===== config.mk =====
export PLATFORM = sky130hd
export DESIGN_NAME = pipe_ctrl
export DESIGN_NICKNAME = d
export VERILOG_FILES = /design/src/rtl/pipe_ctrl.sv
export SDC_FILE = /design/constraint.sdc
export NUM_CORES = 1
export LEC_CHECK = 0
export CAP_MARGIN = 30
export CORE_ASPECT_RATIO = 0.6
export CORE_MARGIN = 2
export CORE_UTILIZATION = 46
export DETAILED_ROUTE_END_ITERATION = 12
export GPL_TIMING_DRIVEN = 0
export PLACE_DENSITY = 0.83
export SYNTH_ARGS = -nofsm -noshare
export SYNTH_HDL_FRONTEND = slang
export SYNTH_SLANG_ARGS = --single-unit

===== constraint.sdc =====
create_clock -name cpu_clk -period 3.49 [get_ports cpu_clk]
set_clock_uncertainty 0.15 [all_clocks]
set_input_delay 1.047 -clock cpu_clk [delete_from_list [all_inputs] [get_ports cpu_clk]]
set_output_delay 1.047 -clock cpu_clk [all_outputs]
set_load 0.005 [all_outputs]

===== src/rtl/pipe_ctrl.sv =====
// rtl/pipe_ctrl.sv - az_cpu pipeline stall/flush control, exception handling and control registers
module pipe_ctrl #(
  parameter logic [29:0] RESET_VECTOR = 30'h0,
  parameter logic [1:0]  EXRT_OP      = 2'h2,
  parameter logic [1:0]  WRCR_OP      = 2'h1,
  parameter logic [1:0]  HALT_OP      = 2'h3
) (
  input  logic        cpu_clk,
  input  logic        cpu_rstn,
  input  logic        if_busy,
  input  logic        mem_busy,
  input  logic        ld_hazard,
  input  logic        irq,
  input  logic [29:0] mem_pc,
  input  logic        mem_en,
  input  logic        mem_br_flag,
  input  logic [1:0]  mem_ctrl_op,
  input  logic [4:0]  mem_dst_addr,
  input  logic [2:0]  mem_exp_code,
  input  logic [31:0] mem_out,
  input  logic [1:0]  creg_rd_addr,
  output logic [31:0] creg_rd_data,
  output logic        if_stall,
  output logic        id_stall,
  output logic        ex_stall,
  output logic        mem_stall,
  output logic        if_flush,
  output logic        id_flush,
  output logic        ex_flush,
  output logic        mem_flush,
  output logic [29:0] new_pc,
  output logic        exe_mode,
  output logic        int_en,
  output logic        halted
);

  typedef enum logic {RUN, HALT} state_t;

  state_t      state_q, state_d;
  logic        exe_mode_q, int_en_q, pre_exe_mode_q, pre_int_en_q;
  logic [29:0] epc_q, exp_vector_q, halt_pc_q;
  logic [2:0]  exp_code_q;
  logic        wake_q;

  logic        stall_all, mem_go, wake_go, exc_go, exrt_go, halt_go, wrcr_go;
  logic [2:0]  exc_code;
  logic [29:0] exc_epc;
  logic        unused_ok;

  assign unused_ok = ^mem_dst_addr[4:2];

  always_comb begin
    state_d   = state_q;
    stall_all = if_busy | mem_busy | (state_q == HALT);
    // the wake-up interrupt owns the first RUN cycle, so MEM is ignored then
    mem_go    = mem_en & ~stall_all & ~wake_q;
    wake_go   = wake_q & ~stall_all;
    exc_go    = wake_go | (mem_go & ((mem_exp_code != 3'd0) | (irq & int_en_q)));
    exrt_go   = mem_go & ~exc_go & (mem_ctrl_op == EXRT_OP);
    halt_go   = mem_go & ~exc_go & (mem_ctrl_op == HALT_OP);
    wrcr_go   = mem_go & ~exc_go & (mem_ctrl_op == WRCR_OP) & exe_mode_q;
    exc_code  = (wake_go || mem_exp_code == 3'd0) ? 3'd1 : mem_exp_code;
    exc_epc   = wake_go ? halt_pc_q : (mem_br_flag ? mem_pc - 30'd1 : mem_pc);

    {if_stall, id_stall, ex_stall, mem_stall} = 4'b0000;
    {if_flush, id_flush, ex_flush, mem_flush} = 4'b0000;
    if (stall_all) begin
      {if_stall, id_stall, ex_stall, mem_stall} = 4'b1111;
    end else if (exc_go || exrt_go) begin
      {if_flush, id_flush, ex_flush, mem_flush} = 4'b1111;
    end else if (halt_go) begin
      {if_flush, id_flush, ex_flush} = 3'b111;
    end else if (ld_hazard) begin
      {if_stall, id_stall, id_flush} = 3'b111;
    end

    new_pc = exc_go ? exp_vector_q : (exrt_go ? epc_q : 30'd0);

    case (state_q)
      RUN:     if (halt_go) state_d = HALT;
      HALT:    if (irq && int_en_q) state_d = RUN;
      default: state_d = RUN;
    endcase
  end

  always_comb begin
    case (creg_rd_addr)
      2'd0:    creg_rd_data = {28'd0, pre_int_en_q, pre_exe_mode_q, int_en_q, exe_mode_q};
      2'd1:    creg_rd_data = {epc_q, 2'b00};
      2'd2:    creg_rd_data = {exp_vector_q, 2'b00};
      default: creg_rd_data = {29'd0, exp_code_q};
    endcase
    if (wrcr_go && mem_dst_addr[1:0] == creg_rd_addr) creg_rd_data = mem_out;
  end

  always_ff @(posedge cpu_clk or negedge cpu_rstn) begin
    if (!cpu_rstn) begin
      state_q        <= RUN;
      exe_mode_q     <= 1'b1;
      int_en_q       <= 1'b0;
      pre_exe_mode_q <= 1'b0;
      pre_int_en_q   <= 1'b0;
      epc_q          <= 30'd0;
      exp_vector_q   <= RESET_VECTOR;
      exp_code_q     <= 3'd0;
      halt_pc_q      <= 30'd0;
      wake_q         <= 1'b0;
    end else begin
      state_q <= state_d;
      if (halt_go) halt_pc_q <= mem_pc + 30'd1;
      if (state_q == HALT && state_d == RUN) wake_q <= 1'b1;
      else if (wake_go)                      wake_q <= 1'b0;

      if (exc_go) begin
        epc_q          <= exc_epc;
        pre_exe_mode_q <= exe_mode_q;
        pre_int_en_q   <= int_en_q;
        exe_mode_q     <= 1'b1;
        int_en_q       <= 1'b0;
        exp_code_q     <= exc_code;
      end else if (exrt_go) begin
        exe_mode_q <= pre_exe_mode_q;
        int_en_q   <= pre_int_en_q;
      end else if (wrcr_go) begin
        case (mem_dst_addr[1:0])
          2'd0:    {pre_int_en_q, pre_exe_mode_q, int_en_q, exe_mode_q} <= mem_out[3:0];
          2'd1:    epc_q        <= mem_out[31:2];
          2'd2:    exp_vector_q <= mem_out[31:2];
          default: exp_code_q   <= mem_out[2:0];
        endcase
      end
    end
  end

  assign exe_mode = exe_mode_q;
  assign int_en   = int_en_q;
  assign halted   = (state_q == HALT);

endmodule

==> out/results.ini, run 1 <==
[worst_setup_path]
crit_path_end_kind = output pin
cpMostUsedCell = buf_4
cp.required_ns = 2.29
setup.worst_path.start_class = primary input
path_cells = buf_12 -> buf_4 -> a2111oi_4 -> o31ai_4 -> buf_6 -> buf_4 -> clkbuf_16 -> a22o_1 -> buf_2
slowest_stage = a2111oi_4
critPathMaxStageDelay_ns = 0.46
crit_fanout = 10
cp.arrival_ns = 2.69
timing_worst_setup_path_type = primary input to output pin

[clock_network]
hold_buffers = 0
cts_tree = done
ctsLongestPathBuffers = 2
insertion_delay_ns = 0.36
cts-root-buf = clkbuf_16
cts.sinks = 99
htree_levels = 3
numCtsBuffers = 9
clk_pin_slew_ns = 0.08

[run_status]
failed_checks = setup timing
outcome = complete, but fails checks

[floorplanning]
die_h_um = 96.3
dieArea_sq_um = 15200
rows = 33
core_area_sq_um = 13700
start_util_pct = 47.5
io_pins = 155
die_width_um = 158

[synthesis]
synth_cell_types = 66
synth_seq_cells = 99
synth.area.top_cells = dfrtp_1, o21ai_0, mux2_2, nand2_1, xnor2_1
syn_area_sq_um = 6530
synth.avg_cell_area_sq_um = 8.89
synth-edff-count = 0
synth.net_count = 819
syn_inst = 735
ys_async_sr_fraction_pct = 100
synth_seq_area_share_pct = 38.0
synth_ff_type = dfrtp_1
yosysWarnings = 0
synth_top_area_share_pct = 37.5
yosys.area.top_type = dfrtp_1

[timing]
maxSlewHeadroom_pct = 53.2
tns_ns = -20.51
worstMarginPinSlew_ns = 0.702
whs_ns = 0.345
finalHoldViolCount = 0
min_period_ns = 3.88
fmaxAchievable_ghz = 0.257
setup_ws_ns = -0.394
min_period_over_period_pct = 111
drv_slew = 0
rsz0062_at_grt = yes
finalSetupViolations = 67

[detailed_routing]
wl_per_cell_um = 23.9
routed_via_density = 6.53
ant_nets = 0
wl_um = 27100
dr.first_iter.drc_count = 974
route.detailed.drc = 0
drt-pass1-iter-count = 6
vias = 7396

[power]
vdd_drop_max_v = 0.000244
p_leak_nw = 4.11
p_total_mw = 3.08
powerDensity_nw_per_um2 = 333

[job]
cap_violations = 0

[place]
place_inst = 1061
dp_hpwl_um = 17500
gp_congestion = 0.960
io_buffers = 133
post_dp_cell_area_sq_um = 8180

[global_routing]
antenna_found_initial = 0
grt.total_usage_pct = 35.6
grt_pass1_vias = 6900
grt_pass1_wl_um = 40100
grt_max_degree = 66
grt.overflow.total = 0

[finish]
final_common_cell = dfrtp_1
fin_cells = 1133
syn_to_final_growth_pct = 41.6
design_area_sq_um = 9250
num_antenna_cells = 0
fillers = 1029
nNetsFinal = 1020
drive_gt1_share_pct = 32.4
final_cell_mix = dfrtp_1, nand2_1, buf_2

[min_path]
worstHoldPathType = flip-flop to flip-flop

==> cell usage after synthesis, types with 2 or more instances <==
cell type / count
nand2_1: 105
dfrtp_1: 98
o21ai_0: 85
nor2_1: 42
xnor2_1: 36
clkbuf_1: 35
mux2_2: 35
a22oi_1: 33
a22o_1: 30
buf_2: 21
nand3_1: 19
xor2_1: 18
nand4_1: 16
o22ai_1: 16
inv_1: 10
nor3_1: 10
nor4_1: 10
a21oi_1: 9
o221ai_1: 7
and4_1: 6
buf_4: 6
a221oi_1: 5
a31oi_1: 5
mux2i_1: 5
a221oi_2: 4
and3_1: 4
nor2b_1: 4
nor4_2: 4
a21o_1: 3
buf_1: 3
nand3b_1: 3
nor3b_1: 3
o21ai_1: 3
o31ai_1: 3
and2_1: 2
and4b_1: 2
ha_1: 2
nor2_2: 2
nor3_4: 2
o211ai_1: 2
o21a_1: 2
==> metrics by stage <==
step           util, %  setup slack, ns
6_report          67.3           -0.394
5_1_grt           67.3           -0.436
4_1_cts           65.7           -0.319
3_5_place_dp      59.5            -1.69
3_3_place_gp      59.3            -2.45
2_1_floorplan        -          -0.0190
==> worst paths after layout <==
kind / startpoint / end / slack (ns) / cells past startpoint
worst min-delay path: halt_pc_q[13] / halt_pc_q[13] / 0.34 / 2
worst max register to register: int_en / exp_vector_q[18] / 0.46 / 8
max in group asynchronous: cpu_rstn / exp_vector_q[16] / 2.00 / 2
min in group asynchronous: cpu_rstn / exp_code_q[0] / 0.51 / 1
worst max-delay path: mem_exp_code[0] / new_pc[23] / -0.39 / 9
worst min register to register: halt_pc_q[13] / halt_pc_q[13] / 0.34 / 2
==> worst max-delay path: cells and delay by family <==
family,cells,cell delay (ns)
compound gates,3,0.83
buf+inv,6,0.79
==> cells by family (layout without fill, tap and decap cells) <==
logic type	after synthesis	in the layout	share of synthesized area, %
AOI/OAI and AO/OA	218	218	22.8
xor gates and xnor gates	54	54	7.24
adders and majority gates	2	2	0.383
buffers and inverters	76	282	5.11
DFF	99	99	38.0
muxes	41	41	7.15
and+or+nand+nor	245	245	19.3
==> timing repair <==
| action | CTS | global route |
|---|---|---|
| pin swaps | 35 | 36 |
| cloned | 8 | 0 |
| buffers inserted | 40 | 14 |
| resized for setup | 450 | 67 |
| hold endpoints to repair | 0 | 0 |
| setup endpoints to repair | 77 | 70 |
==> cell type report <==
cell class / instances / area [sq um] / area share (%)
Clock buffer: 9 / 225 / 2.44
Clock inverter: 7 / 65.1 / 0.703
Buffer: 61 / 460 / 4.98
Inverter: 11 / 48.8 / 0.528
Timing Repair Buffer: 194 / 1710 / 18.5
Sequential cell: 99 / 2480 / 26.8
Tap cell: 192 / 240 / 2.60
Multi-Input combinational cell: 560 / 4020 / 43.5
==> routing by layer <==
layer / GRT usage, % / part of all wire (%)
met5: 0 / 0
met4: 14.2 / 3.6
met3: 10.6 / 14
met2: 52.6 / 43
met1: 49.0 / 39
==> report_power, final <==
part	internal, mW	switching, mW	total (mW)	leakage (nW)
combinational	0.305	0.378	0.683	2.67
sequential	1.27	0.127	1.40	1.30
clock	0.503	0.495	0.998	0.141
total	2.08	1.00	3.08	4.11
==> sequential cells by signal (all words and copies together), names as in the netlist <==
| signal | cells |
|---|---|
| int_en | 1 |
| halted | 1 |
| exe_mode | 1 |
| pre_int_en_q | 1 |
| wake_q | 1 |
| epc_q | 30 |
| pre_exe_mode_q | 1 |
| exp_vector_q | 30 |
| halt_pc_q | 30 |
| exp_code_q | 3 |
Power figures use the tool's default switching activity.
==> run 2: changes to the inputs <==
- CTS_BUF_LIST: default -> sky130_fd_sc_hd__clkbuf_16
==> results of run 2 <==
No change in the layout: final DEF, timing and power equal those of run 1.
